--- src/rtl/execute_muldiv_pkg.sv ---
// Shared constants and types for the RV32M multiply/divide unit.
package muldiv_pkg;

  localparam int XLEN = 32;

  localparam logic [2:0] F3_MUL    = 3'b000;
  localparam logic [2:0] F3_MULH   = 3'b001;
  localparam logic [2:0] F3_MULHSU = 3'b010;
  localparam logic [2:0] F3_MULHU  = 3'b011;
  localparam logic [2:0] F3_DIV    = 3'b100;
  localparam logic [2:0] F3_DIVU   = 3'b101;
  localparam logic [2:0] F3_REM    = 3'b110;
  localparam logic [2:0] F3_REMU   = 3'b111;

  typedef enum logic [1:0] {
    ST_IDLE = 2'd0,
    ST_MUL  = 2'd1,
    ST_DIV  = 2'd2,
    ST_DONE = 2'd3
  } state_e;

  localparam logic [XLEN-1:0] DIV_BY_ZERO_Q = 32'hFFFF_FFFF;
  localparam logic [XLEN-1:0] INT_MIN       = 32'h8000_0000;

endpackage

--- src/rtl/execute_muldiv_if.sv ---
// Execute-stage M-extension request/result bundle; slave side is the muldiv unit.
interface execute_muldiv_if;
  import muldiv_pkg::*;

  logic            start;
  logic            flush;
  logic [2:0]      x_funct3;
  logic [XLEN-1:0] x_data_rs1;
  logic [XLEN-1:0] x_data_rs2;
  logic [4:0]      x_rd;
  logic            stall_req;
  logic            done;
  logic [XLEN-1:0] result;
  logic [4:0]      result_rd;

  modport master (
    output start, flush, x_funct3, x_data_rs1, x_data_rs2, x_rd,
    input  stall_req, done, result, result_rd
  );

  modport slave (
    input  start, flush, x_funct3, x_data_rs1, x_data_rs2, x_rd,
    output stall_req, done, result, result_rd
  );

endinterface

--- src/rtl/execute_muldiv_divider_core.sv ---
// Iterative restoring unsigned divider: one quotient bit per clock after start_i.
module divider_core #(
  parameter int XLEN      = 32,
  parameter int DIV_STEPS = 32
) (
  input  logic            clock,
  input  logic            reset,
  input  logic            start_i,
  input  logic [XLEN-1:0] dividend_i,
  input  logic [XLEN-1:0] divisor_i,
  output logic            busy_o,
  output logic [XLEN-1:0] quotient_o,
  output logic [XLEN-1:0] remainder_o
);

  localparam int CW = $clog2(DIV_STEPS + 1);

  logic [XLEN-1:0] quo_q, quo_d, dvs_q, dvs_d, rem_q, rem_d;
  logic [CW-1:0]   cnt_q, cnt_d;
  logic            busy_q, busy_d;
  logic [XLEN:0]   rem_sh, diff;

  // The dividend shifts out of quo_q MSB-first while quotient bits shift in at the bottom.
  always_comb begin
    rem_sh = {rem_q, quo_q[XLEN-1]};
    diff   = rem_sh - {1'b0, dvs_q};
    quo_d  = quo_q;
    dvs_d  = dvs_q;
    rem_d  = rem_q;
    cnt_d  = cnt_q;
    busy_d = busy_q;
    if (start_i) begin
      quo_d  = dividend_i;
      dvs_d  = divisor_i;
      rem_d  = '0;
      cnt_d  = '0;
      busy_d = 1'b1;
    end else if (busy_q) begin
      if (!diff[XLEN]) begin
        rem_d = diff[XLEN-1:0];
        quo_d = {quo_q[XLEN-2:0], 1'b1};
      end else begin
        rem_d = rem_sh[XLEN-1:0];
        quo_d = {quo_q[XLEN-2:0], 1'b0};
      end
      cnt_d  = cnt_q + 1'b1;
      busy_d = (cnt_q != CW'(DIV_STEPS - 1));
    end
  end

  always_ff @(posedge clock or posedge reset) begin
    if (reset) begin
      quo_q  <= '0;
      dvs_q  <= '0;
      rem_q  <= '0;
      cnt_q  <= '0;
      busy_q <= 1'b0;
    end else begin
      quo_q  <= quo_d;
      dvs_q  <= dvs_d;
      rem_q  <= rem_d;
      cnt_q  <= cnt_d;
      busy_q <= busy_d;
    end
  end

  assign busy_o      = busy_q;
  assign quotient_o  = quo_q;
  assign remainder_o = rem_q;

endmodule

--- src/rtl/execute_muldiv.sv ---
// RV32M multiply/divide unit with pipeline stall; define MULDIV_EARLY_OUT_EN to
// resolve divide-by-zero and signed overflow one edge after accept.
module execute_muldiv #(
  parameter int XLEN      = 32,
  parameter int DIV_STEPS = 32
) (
  input logic             clock,
  input logic             reset,
  execute_muldiv_if.slave bus
);
  import muldiv_pkg::*;

  localparam logic [1:0] S_IDLE = ST_IDLE;
  localparam logic [1:0] S_MUL  = ST_MUL;
  localparam logic [1:0] S_DIV  = ST_DIV;
  localparam logic [1:0] S_DONE = ST_DONE;

  logic [1:0]      state_q, state_d;
  logic [2:0]      f3_q, f3_d;
  logic [XLEN-1:0] a_q, a_d, b_q, b_d, result_q, result_d;
  logic [4:0]      rd_q, rd_d, result_rd_q, result_rd_d;
  logic            done_q, done_d;
  logic            accept, early, div_start, div_busy;
  logic [XLEN-1:0] dvd_mag, dvs_mag, quo_mag, rem_mag, mul_res, div_res;
  logic signed [2*XLEN-1:0] a_ext, b_ext, prod;

  function automatic logic is_div_op(input logic [2:0] f3);
    return f3 inside {F3_DIV, F3_DIVU, F3_REM, F3_REMU};
  endfunction

  function automatic logic signed_div_op(input logic [2:0] f3);
    return (f3 == F3_DIV) || (f3 == F3_REM);
  endfunction

  function automatic logic rem_op(input logic [2:0] f3);
    return (f3 == F3_REM) || (f3 == F3_REMU);
  endfunction

  function automatic logic is_special(input logic [2:0] f3, input logic [XLEN-1:0] a, b);
    return (b == '0) || (signed_div_op(f3) && (a == INT_MIN) && (b == '1));
  endfunction

  function automatic logic [XLEN-1:0] special_val(input logic [2:0] f3, input logic [XLEN-1:0] a, b);
    if (b == '0) return rem_op(f3) ? a : DIV_BY_ZERO_Q;
    return rem_op(f3) ? '0 : INT_MIN;
  endfunction

  function automatic logic [XLEN-1:0] negate_if(input logic neg, input logic [XLEN-1:0] v);
    return neg ? -v : v;
  endfunction

  assign accept        = bus.start & ~bus.flush & ((state_q == S_IDLE) | (state_q == S_DONE));
  assign bus.stall_req = accept | (state_q == S_MUL) | (state_q == S_DIV);

`ifdef MULDIV_EARLY_OUT_EN
  assign early = accept & is_div_op(bus.x_funct3) & is_special(bus.x_funct3, bus.x_data_rs1, bus.x_data_rs2);
`else
  assign early = 1'b0;
`endif

  assign div_start = accept & is_div_op(bus.x_funct3) & ~early;
  assign dvd_mag   = negate_if(signed_div_op(bus.x_funct3) & bus.x_data_rs1[XLEN-1], bus.x_data_rs1);
  assign dvs_mag   = negate_if(signed_div_op(bus.x_funct3) & bus.x_data_rs2[XLEN-1], bus.x_data_rs2);

  divider_core #(.XLEN(XLEN), .DIV_STEPS(DIV_STEPS)) u_div (
    .clock       (clock),
    .reset       (reset),
    .start_i     (div_start),
    .dividend_i  (dvd_mag),
    .divisor_i   (dvs_mag),
    .busy_o      (div_busy),
    .quotient_o  (quo_mag),
    .remainder_o (rem_mag)
  );

  always_comb begin
    a_ext   = {{XLEN{a_q[XLEN-1] & ((f3_q == F3_MULH) | (f3_q == F3_MULHSU))}}, a_q};
    b_ext   = {{XLEN{b_q[XLEN-1] & (f3_q == F3_MULH)}}, b_q};
    prod    = a_ext * b_ext;
    mul_res = (f3_q == F3_MUL) ? prod[XLEN-1:0] : prod[2*XLEN-1:XLEN];
  end

  // Special cases bypass the magnitude path so the -x/0 quotient is not sign-flipped.
  always_comb begin
    if (is_special(f3_q, a_q, b_q))
      div_res = special_val(f3_q, a_q, b_q);
    else if (rem_op(f3_q))
      div_res = negate_if(signed_div_op(f3_q) & a_q[XLEN-1], rem_mag);
    else
      div_res = negate_if(signed_div_op(f3_q) & (a_q[XLEN-1] ^ b_q[XLEN-1]), quo_mag);
  end

  always_comb begin
    state_d     = state_q;
    f3_d        = f3_q;
    a_d         = a_q;
    b_d         = b_q;
    rd_d        = rd_q;
    result_d    = result_q;
    result_rd_d = result_rd_q;
    done_d      = 1'b0;
    case (state_q)
      S_IDLE, S_DONE: begin
        state_d = S_IDLE;
        if (accept) begin
          f3_d    = bus.x_funct3;
          a_d     = bus.x_data_rs1;
          b_d     = bus.x_data_rs2;
          rd_d    = bus.x_rd;
          state_d = div_start ? S_DIV : S_MUL;
        end
      end
      S_MUL: begin
        result_d    = is_div_op(f3_q) ? div_res : mul_res;
        result_rd_d = rd_q;
        done_d      = 1'b1;
        state_d     = S_DONE;
      end
      S_DIV: begin
        if (!div_busy) begin
          result_d    = div_res;
          result_rd_d = rd_q;
          done_d      = 1'b1;
          state_d     = S_DONE;
        end
      end
      default: state_d = S_IDLE;
    endcase
    if (bus.flush) begin
      state_d     = S_IDLE;
      result_d    = result_q;
      result_rd_d = result_rd_q;
      done_d      = 1'b0;
    end
  end

  always_ff @(posedge clock or posedge reset) begin
    if (reset) begin
      state_q     <= S_IDLE;
      f3_q        <= '0;
      a_q         <= '0;
      b_q         <= '0;
      rd_q        <= '0;
      result_q    <= '0;
      result_rd_q <= '0;
      done_q      <= 1'b0;
    end else begin
      state_q     <= state_d;
      f3_q        <= f3_d;
      a_q         <= a_d;
      b_q         <= b_d;
      rd_q        <= rd_d;
      result_q    <= result_d;
      result_rd_q <= result_rd_d;
      done_q      <= done_d;
    end
  end

  assign bus.done      = done_q;
  assign bus.result    = result_q;
  assign bus.result_rd = result_rd_q;

endmodule

--- src/flat_wrapper.sv ---
// flat-port wrapper written by rule: the top's interface ports become plain ports
module execute_muldiv_flat import muldiv_pkg::*;
#(
  parameter int XLEN      = 32,
  parameter int DIV_STEPS = 32
)
  (clock, reset, bus_start, bus_flush, bus_x_funct3, bus_x_data_rs1, bus_x_data_rs2, bus_x_rd, bus_stall_req, bus_done, bus_result, bus_result_rd);
  execute_muldiv_if bus_i ();
  input logic clock;
  input logic reset;
  input wire logic [$bits(bus_i.start)-1:0] bus_start;
  input wire logic [$bits(bus_i.flush)-1:0] bus_flush;
  input wire logic [$bits(bus_i.x_funct3)-1:0] bus_x_funct3;
  input wire logic [$bits(bus_i.x_data_rs1)-1:0] bus_x_data_rs1;
  input wire logic [$bits(bus_i.x_data_rs2)-1:0] bus_x_data_rs2;
  input wire logic [$bits(bus_i.x_rd)-1:0] bus_x_rd;
  output wire logic [$bits(bus_i.stall_req)-1:0] bus_stall_req;
  output wire logic [$bits(bus_i.done)-1:0] bus_done;
  output wire logic [$bits(bus_i.result)-1:0] bus_result;
  output wire logic [$bits(bus_i.result_rd)-1:0] bus_result_rd;
  assign bus_i.start = bus_start;
  assign bus_i.flush = bus_flush;
  assign bus_i.x_funct3 = bus_x_funct3;
  assign bus_i.x_data_rs1 = bus_x_data_rs1;
  assign bus_i.x_data_rs2 = bus_x_data_rs2;
  assign bus_i.x_rd = bus_x_rd;
  assign bus_stall_req = bus_i.stall_req;
  assign bus_done = bus_i.done;
  assign bus_result = bus_i.result;
  assign bus_result_rd = bus_i.result_rd;
  execute_muldiv #(.XLEN(XLEN), .DIV_STEPS(DIV_STEPS)) u_core (.clock(clock), .reset(reset), .bus(bus_i));
endmodule
--- config.mk ---
export PLATFORM = sky130hd
export DESIGN_NAME = execute_muldiv_flat
export DESIGN_NICKNAME = d
export VERILOG_FILES = /design/src/rtl/execute_muldiv_pkg.sv /design/src/rtl/execute_muldiv_if.sv /design/src/rtl/execute_muldiv_divider_core.sv /design/src/rtl/execute_muldiv.sv /design/src/flat_wrapper.sv
export SDC_FILE = /design/constraint.sdc
export NUM_CORES = 2
export LEC_CHECK = 0
export ABC_AREA = 1
export CORE_MARGIN = 5
export CORE_UTILIZATION = 45
export DETAILED_ROUTE_END_ITERATION = 10
export GPL_TIMING_DRIVEN = 0
export PLACE_DENSITY = 0.59
export SYNTH_ARGS = -nofsm -noshare
export SYNTH_HDL_FRONTEND = slang
export SYNTH_SLANG_ARGS = --single-unit
--- constraint.sdc ---
create_clock -name clock -period 9.75 [get_ports clock]
set_clock_uncertainty 0.05 [all_clocks]
set_input_delay 1.95 -clock clock [delete_from_list [all_inputs] [get_ports clock]]
set_output_delay 1.95 -clock clock [all_outputs]
set_load 0.03 [all_outputs]
Word level (Yosys, flattened, before mapping)
Cells that the tools add are included.

word-level totals
  bits in registers = 215
  latch bits = 0
  memory bits (writable) = 0
  memory bits (read-only) = 0
  input port bits = 76
  output and inout port bits = 39
  logic and storage cells = 105
  memories = 0

cells by class
  $add $sub $neg = 6
  multiply operators = 1
  div/mod/pow operators = 0
  magnitude comparators = 0
  equal/unequal tests = 18
  shift operators = 0
  mux-type cells = 36
  bitwise operators = 15
  reduce and logical (&&, ||, !) cells = 16

operators with widths
  kind                  number
  $mux 32               18
  $neg 32->32           4
  $eq 32x32->1 const B  2
  $mul 33x33->64        1
  $pmux 32 s2           1
  $sub 33x32->33        1
  $logic_not 32->1      1
  $eq 3x3->1 const B    8
  $mux 6                2
  $pmux 5 s2            1
  $and 1x1->1           9
  $mux 2                4
  $reduce_bool 4->1     2
  $mux 1                7
  $add 6x1->6 const B   1
  $ne 6x5->1 const B    1
  $pmux 2 s3            1
  $mux 5                1
  $eq 2x2->1 const B    2
  $logic_or 1x1->1      4
  $or 1x1->1            4
  $reduce_bool 2->1     2
  $eq 3x1->1 const B    1
  $eq 3x2->1 const B    1
  12 further kinds      13

Logic depth before layout (Yosys ltp)
  depth in word-level cells = 10
  depth in mapped cells = 38
  depth with buffers taken out = 37

Cells and area by module
A second synthesis with hierarchy kept.

second synthesis, totals
  cells, all modules = 7718
  area total of the unflattened synthesis = 56349.0 sq um

modules (own cells, without submodules)
  module          instances  cells each  area each (sq um)  seq. area each (sq um)
  execute_muldiv  1          6653        49286.0            2802.7
  divider_core    1          1065        7063.0             2577.5

Worst setup path before layout
No wires, ideal clock.

  kind = register -> register
  start = register u_core.f3_q[0]
  end = register u_core.result_q[28] (netlist: u_core.bus.result[28])
  library setup time = 118 ps
  data arrival time = 7884 ps
  data required time = 9582 ps
  slack = 1699 ps
  cell stages (with the launch flop) = 32
  buffers on the path = 1
  period minus slack after synthesis = 8051 ps
  cells stage by stage = dfrtp_1 nor2_2 nor2_1 nand2_1 clkbuf_1 nor2_1 fa_1 inv_1 fa_1 inv_1 fa_1 inv_1 fa_1 inv_1 fa_1 fa_1 fa_1 inv_1 fa_1 inv_1 ha_1 nand2_1 nor2_1 inv_1 nor4_1 nand3_1 nand2_1 nand2_1 nand3_1 nand2_1 nand3_1 nand2_1

on the way
  cells in the longest elaborated chain, start to end = 8
  elaborated cells between the ends (all ways) = 30
  classes of those cells = 1 x mul; 6 x eq/ne; 11 x mux; 5 x bitwise; 7 x reduce/logical

RTL lines
  what                                                                    line                   text
  start, declared                                                         execute_muldiv.sv:19   logic [2:0] f3_q, f3_d;
  start signal, assigned                                                  execute_muldiv.sv:140  f3_q <= '0;
  start signal, assigned                                                  execute_muldiv.sv:149  f3_q <= f3_d;
  parallel branches: the longest is 7 deep, another holds $mul 33x33->64  -
  $pmux 32 s2 (*)                                                         execute_muldiv.sv:102  case (state_q)
  end signal, assigned                                                    execute_muldiv.sv:153  result_q <= result_d;
  end, declared                                                           execute_muldiv.sv:20   logic [XLEN-1:0] a_q, a_d, b_q, b_d, result_q, result_d;

Mark *: on every way between the ends. The select of a mux whose other input is x is not followed.
A chain may end at the register's enable or synchronous reset.

Worst setup path after layout
  start = register u_core.a_q[1]
  end = register u_core.result_q[3] (netlist: u_core.bus.result[3])

on the way
  cells in the longest elaborated chain, start to end = 7
  elaborated cells between the ends (all ways) = 10
  classes of those cells = 1 x mul; 1 x eq/ne; 5 x mux; 3 x reduce/logical

RTL lines
  what                                                                    line                   text
  start, declared                                                         execute_muldiv.sv:20
  start signal, assigned                                                  execute_muldiv.sv:141  a_q <= '0;
  start signal, assigned                                                  execute_muldiv.sv:150  a_q <= a_d;
  parallel branches: the longest is 6 deep, another holds $mul 33x33->64  -
  $pmux 32 s2 (*)                                                         execute_muldiv.sv:102

Marked as above.

==> results.toml <==
[critical_path]
critPathMaxStageDelay_ns = 1.00
crit_required_ns = 10.20
timing.critical_path.mode_cell = "nand2_1"
cpMaxStageDelayCell = "clkbuf_1"
crit_fanout = 10
critical_path_class = "flop to flop"
start_kind = "flop"
crit_arrival_ns = 10.16
cp-end-kind = "flop"
r2r_setup_slack_ns = 0.04

[clocking]
cts_buffers = 24
clk_pin_slew_ns = 0.07
cts_sinks = 215
cts-root-buf = "clkbuf_16"
cts_max_level = 1
insertion_delay_ns = 0.56
tritoncts = "built"
clockBufferDepth = 3
cts_hold_buf = 0

[placed_design]
portBuffers = 114
place_area_um2 = 59680
gp_congestion = 1.033
pre_cts_ws_ns = -0.9046
hpwl_um = 207200
dp.cells = 9528

[floorplan]
start_util = 0.4512
ios = 115
rows = 130
fp.coreArea_um2 = 125100
die_h_um = 364.2
dieArea_um2 = 132600
die_w_um = 364.2

[status]
outcome = "complete, no violations"

[timing]
worst_pin_slew_ns = 1.311
finalSetupViolations = 0
finalCritPeriodShare = 0.9962
period_minus_slack_ns = 9.713
hold_viol_final = 0
max_slew_margin = 0.1257
setup_ws_ns = 0.03736
rsz0062_at_grt = "no"
fmax_mhz = 103.0
fin_tns_setup_ns = 0
drv_slew = 0

[synth]
synth-edff-count = 0
synthCells = 7763
synth_area_leaders = "fa_1 (40%), nand2_1 (16%), inv_1 (13%), dfrtp_1 (9.5%), ha_1 (5.6%)"
ys_seq_area_frac = 0.09532
avgSynthCellArea_um2 = 7.271
synth_top_family_by_area = "adder cells"
synthMuxAreaShare = 0
yosys_warnings = 0
synth_top_area_frac = 0.3994
synth.cell_area_um2 = 56440
ys_types = 50
synthFlopType = "dfrtp_1"
synth-seq-cells = 215
synth_fp_nets = 9217
synth-xor-area-share = 0.009776
synthArstFlopShare = 1.000
yosys.area.top_type = "fa_1"
synth_compound_area_frac = 0.05433
synth_fa_ha_area_frac = 0.4552
yosys.area_share.simple = 0.2273

[detailed_routing]
viasPerCell = 5.435
drc_errors = 0
drtIter0Drc = 4891
drt.antenna.violating_nets = 0
first_pass_iters = 8
wl_per_cell_um = 25.58
vias = 52075
detail_route.wirelength_um = 245100

[global_route]
gr-usage-all-layers = 0.3733
antenna_found_initial = 17
gr-total-overflow = 0
grt_pass1_vias = 54022
grt_start_max_net_pins = 117
grt_pass1_wl_um = 356000

[final_layout]
drive_gt1_frac = 0.02273
area_delta_synth_final_pct = 7.395
finalInstanceArea_um2 = 60620
final_nets = 9356
fin_cells = 9582

[min_path]
holdCritPathClass = "flop to flop"

[flow_run]
drv_cap = 0
## cells in the mapped netlist (all sizes together) (18+ instances only)
| master | number |
|---|---|
| inv | 1979 |
| ha | 252 |
| dfrtp | 215 |
| xor2 | 41 |
| o221ai | 18 |
| nand2 | 2351 |
| o21ai | 276 |
| nand3 | 329 |
| xnor2 | 22 |
| nor3 | 35 |
| o21bai | 24 |
| a21oi | 193 |
| buf | 86 |
| fa | 1126 |
| clkbuf | 269 |
| nand4 | 40 |
| nor2 | 420 |
## kinds of logic after synthesis
logic type      Yosys count
buf+inv                2337
compound gates          564
simple gates           3206
fa+ha+maj              1378
xor+xnor                 63
flops                   215
## worst paths after layout
| kind | start | endpoint | cells after the start |
|---|---|---|---|
| worst min register to register | u_core.bus.result[9]$_DFFE_PP0P_ | u_core.bus.result[9]$_DFFE_PP0P_ | 2 |
| worst max register to register | u_core.a_q[1]$_DFFE_PP0P_ | u_core.bus.result[3]$_DFFE_PP0P_ | 29 |
| min in group asynchronous | reset | u_core.u_div.dvs_q[26]$_DFFE_PP0P_ | 2 |
| worst min-delay path | u_core.bus.result[9]$_DFFE_PP0P_ | u_core.bus.result[9]$_DFFE_PP0P_ | 2 |
| max in group asynchronous | reset | u_core.u_div.quotient_o[25]$_DFFE_PP0P_ | 3 |
| worst max-delay path | u_core.a_q[1]$_DFFE_PP0P_ | u_core.bus.result[3]$_DFFE_PP0P_ | 29 |
## metal layers
layer / up-vias / share of wire / track usage
met2: 2646 / 0.46 / 0.6130
met5: - / 0.00020 / 0
met4: 6 / 0.098 / 0.2835
li1: 22787 / - / -
met1: 25833 / 0.36 / 0.4311
met3: 803 / 0.085 / 0.07649
## sequential cells by signal, indices dropped and copies added, names as in the netlist
signal                    cells
u_core.a_q                   32
u_core.b_q                   32
u_core.bus.done               1
u_core.bus.result            32
u_core.bus.result_rd          5
u_core.f3_q                   3
u_core.rd_q                   5
u_core.state_q                2
u_core.u_div.busy_o           1
u_core.u_div.cnt_q            6
u_core.u_div.dvs_q           32
u_core.u_div.quotient_o      32
u_core.u_div.remainder_o     32
## cell type report
cell class / instances / area, µm²
multi-input cells: 5211 / 42170
well taps: 1650 / 2064
fillers: 12929 / 64470
inverters: 1982 / 7455
clock inverters: 12 / 170.2
repair buffers: 118 / 1191
clock buffers: 31 / 688.2
plain buffers: 350 / 1466
diodes: 13 / 32.53
flip-flops and latches: 215 / 5380
## what timing repair did
| item | in CTS | in global routing |
|---|---|---|
| endpoints found under the hold margin | 0 | 0 |
| pin swaps | 0 | 1 |
| gates resized for setup | 5 | 18 |
| buffers inserted | 2 | 1 |
| setup endpoints to repair | 22 | 17 |
## through the flow
stage | util | hold WS (ns)
after floorplan | - | 0.4030
after global placement | 0.4769 | 0.4168
after detailed placement | 0.4771 | 0.4145
after CTS | 0.4842 | 0.4320
after global routing | 0.4844 | 0.4574
final | 0.4846 | 0.4310
## worst max-delay path: cells and delay by family (launching register included)
kind	cells	cell delay (ns)
flops	1	0.33
simple gates	12	1.93
buf+inv	7	2.13
fa+ha+maj	9	4.47
compound gates	1	0.74
## cells in the final DEF, fill, tap and decap left out, types with 6 or more instances in the layout
master / Yosys / final
diode_2: 0 / 13
o22ai_1: 7 / 7
dfrtp_1: 215 / 215
o211ai_1: 8 / 8
nor4_1: 9 / 8
clkinvlp_4: 0 / 6
nand2_2: 7 / 8
nand3_1: 324 / 324
xor2_1: 41 / 41
ha_1: 252 / 252
clkbuf_2: 0 / 6
clkbuf_16: 0 / 25
o21ai_0: 261 / 261
nand4_1: 39 / 39
nand2_1: 2343 / 2342
fa_1: 1126 / 1124
a31oi_1: 15 / 15
xnor2_1: 22 / 22
o21bai_1: 24 / 24
o221ai_1: 18 / 18
nand3b_1: 15 / 15
nor2_1: 406 / 406
buf_2: 68 / 68
inv_1: 1973 / 1970
buf_4: 4 / 7
nor3_1: 30 / 30
buf_1: 8 / 8
clkdlybuf4s50_1: 0 / 114
clkbuf_1: 269 / 260
buf_6: 6 / 6
a21oi_1: 193 / 193
inv_2: 6 / 6
nor2_2: 11 / 9
o21ai_1: 13 / 13
Power is left out: the tool's default activity adds up to more than one toggle a clock period on the data nets, which glitch-free logic cannot reach.
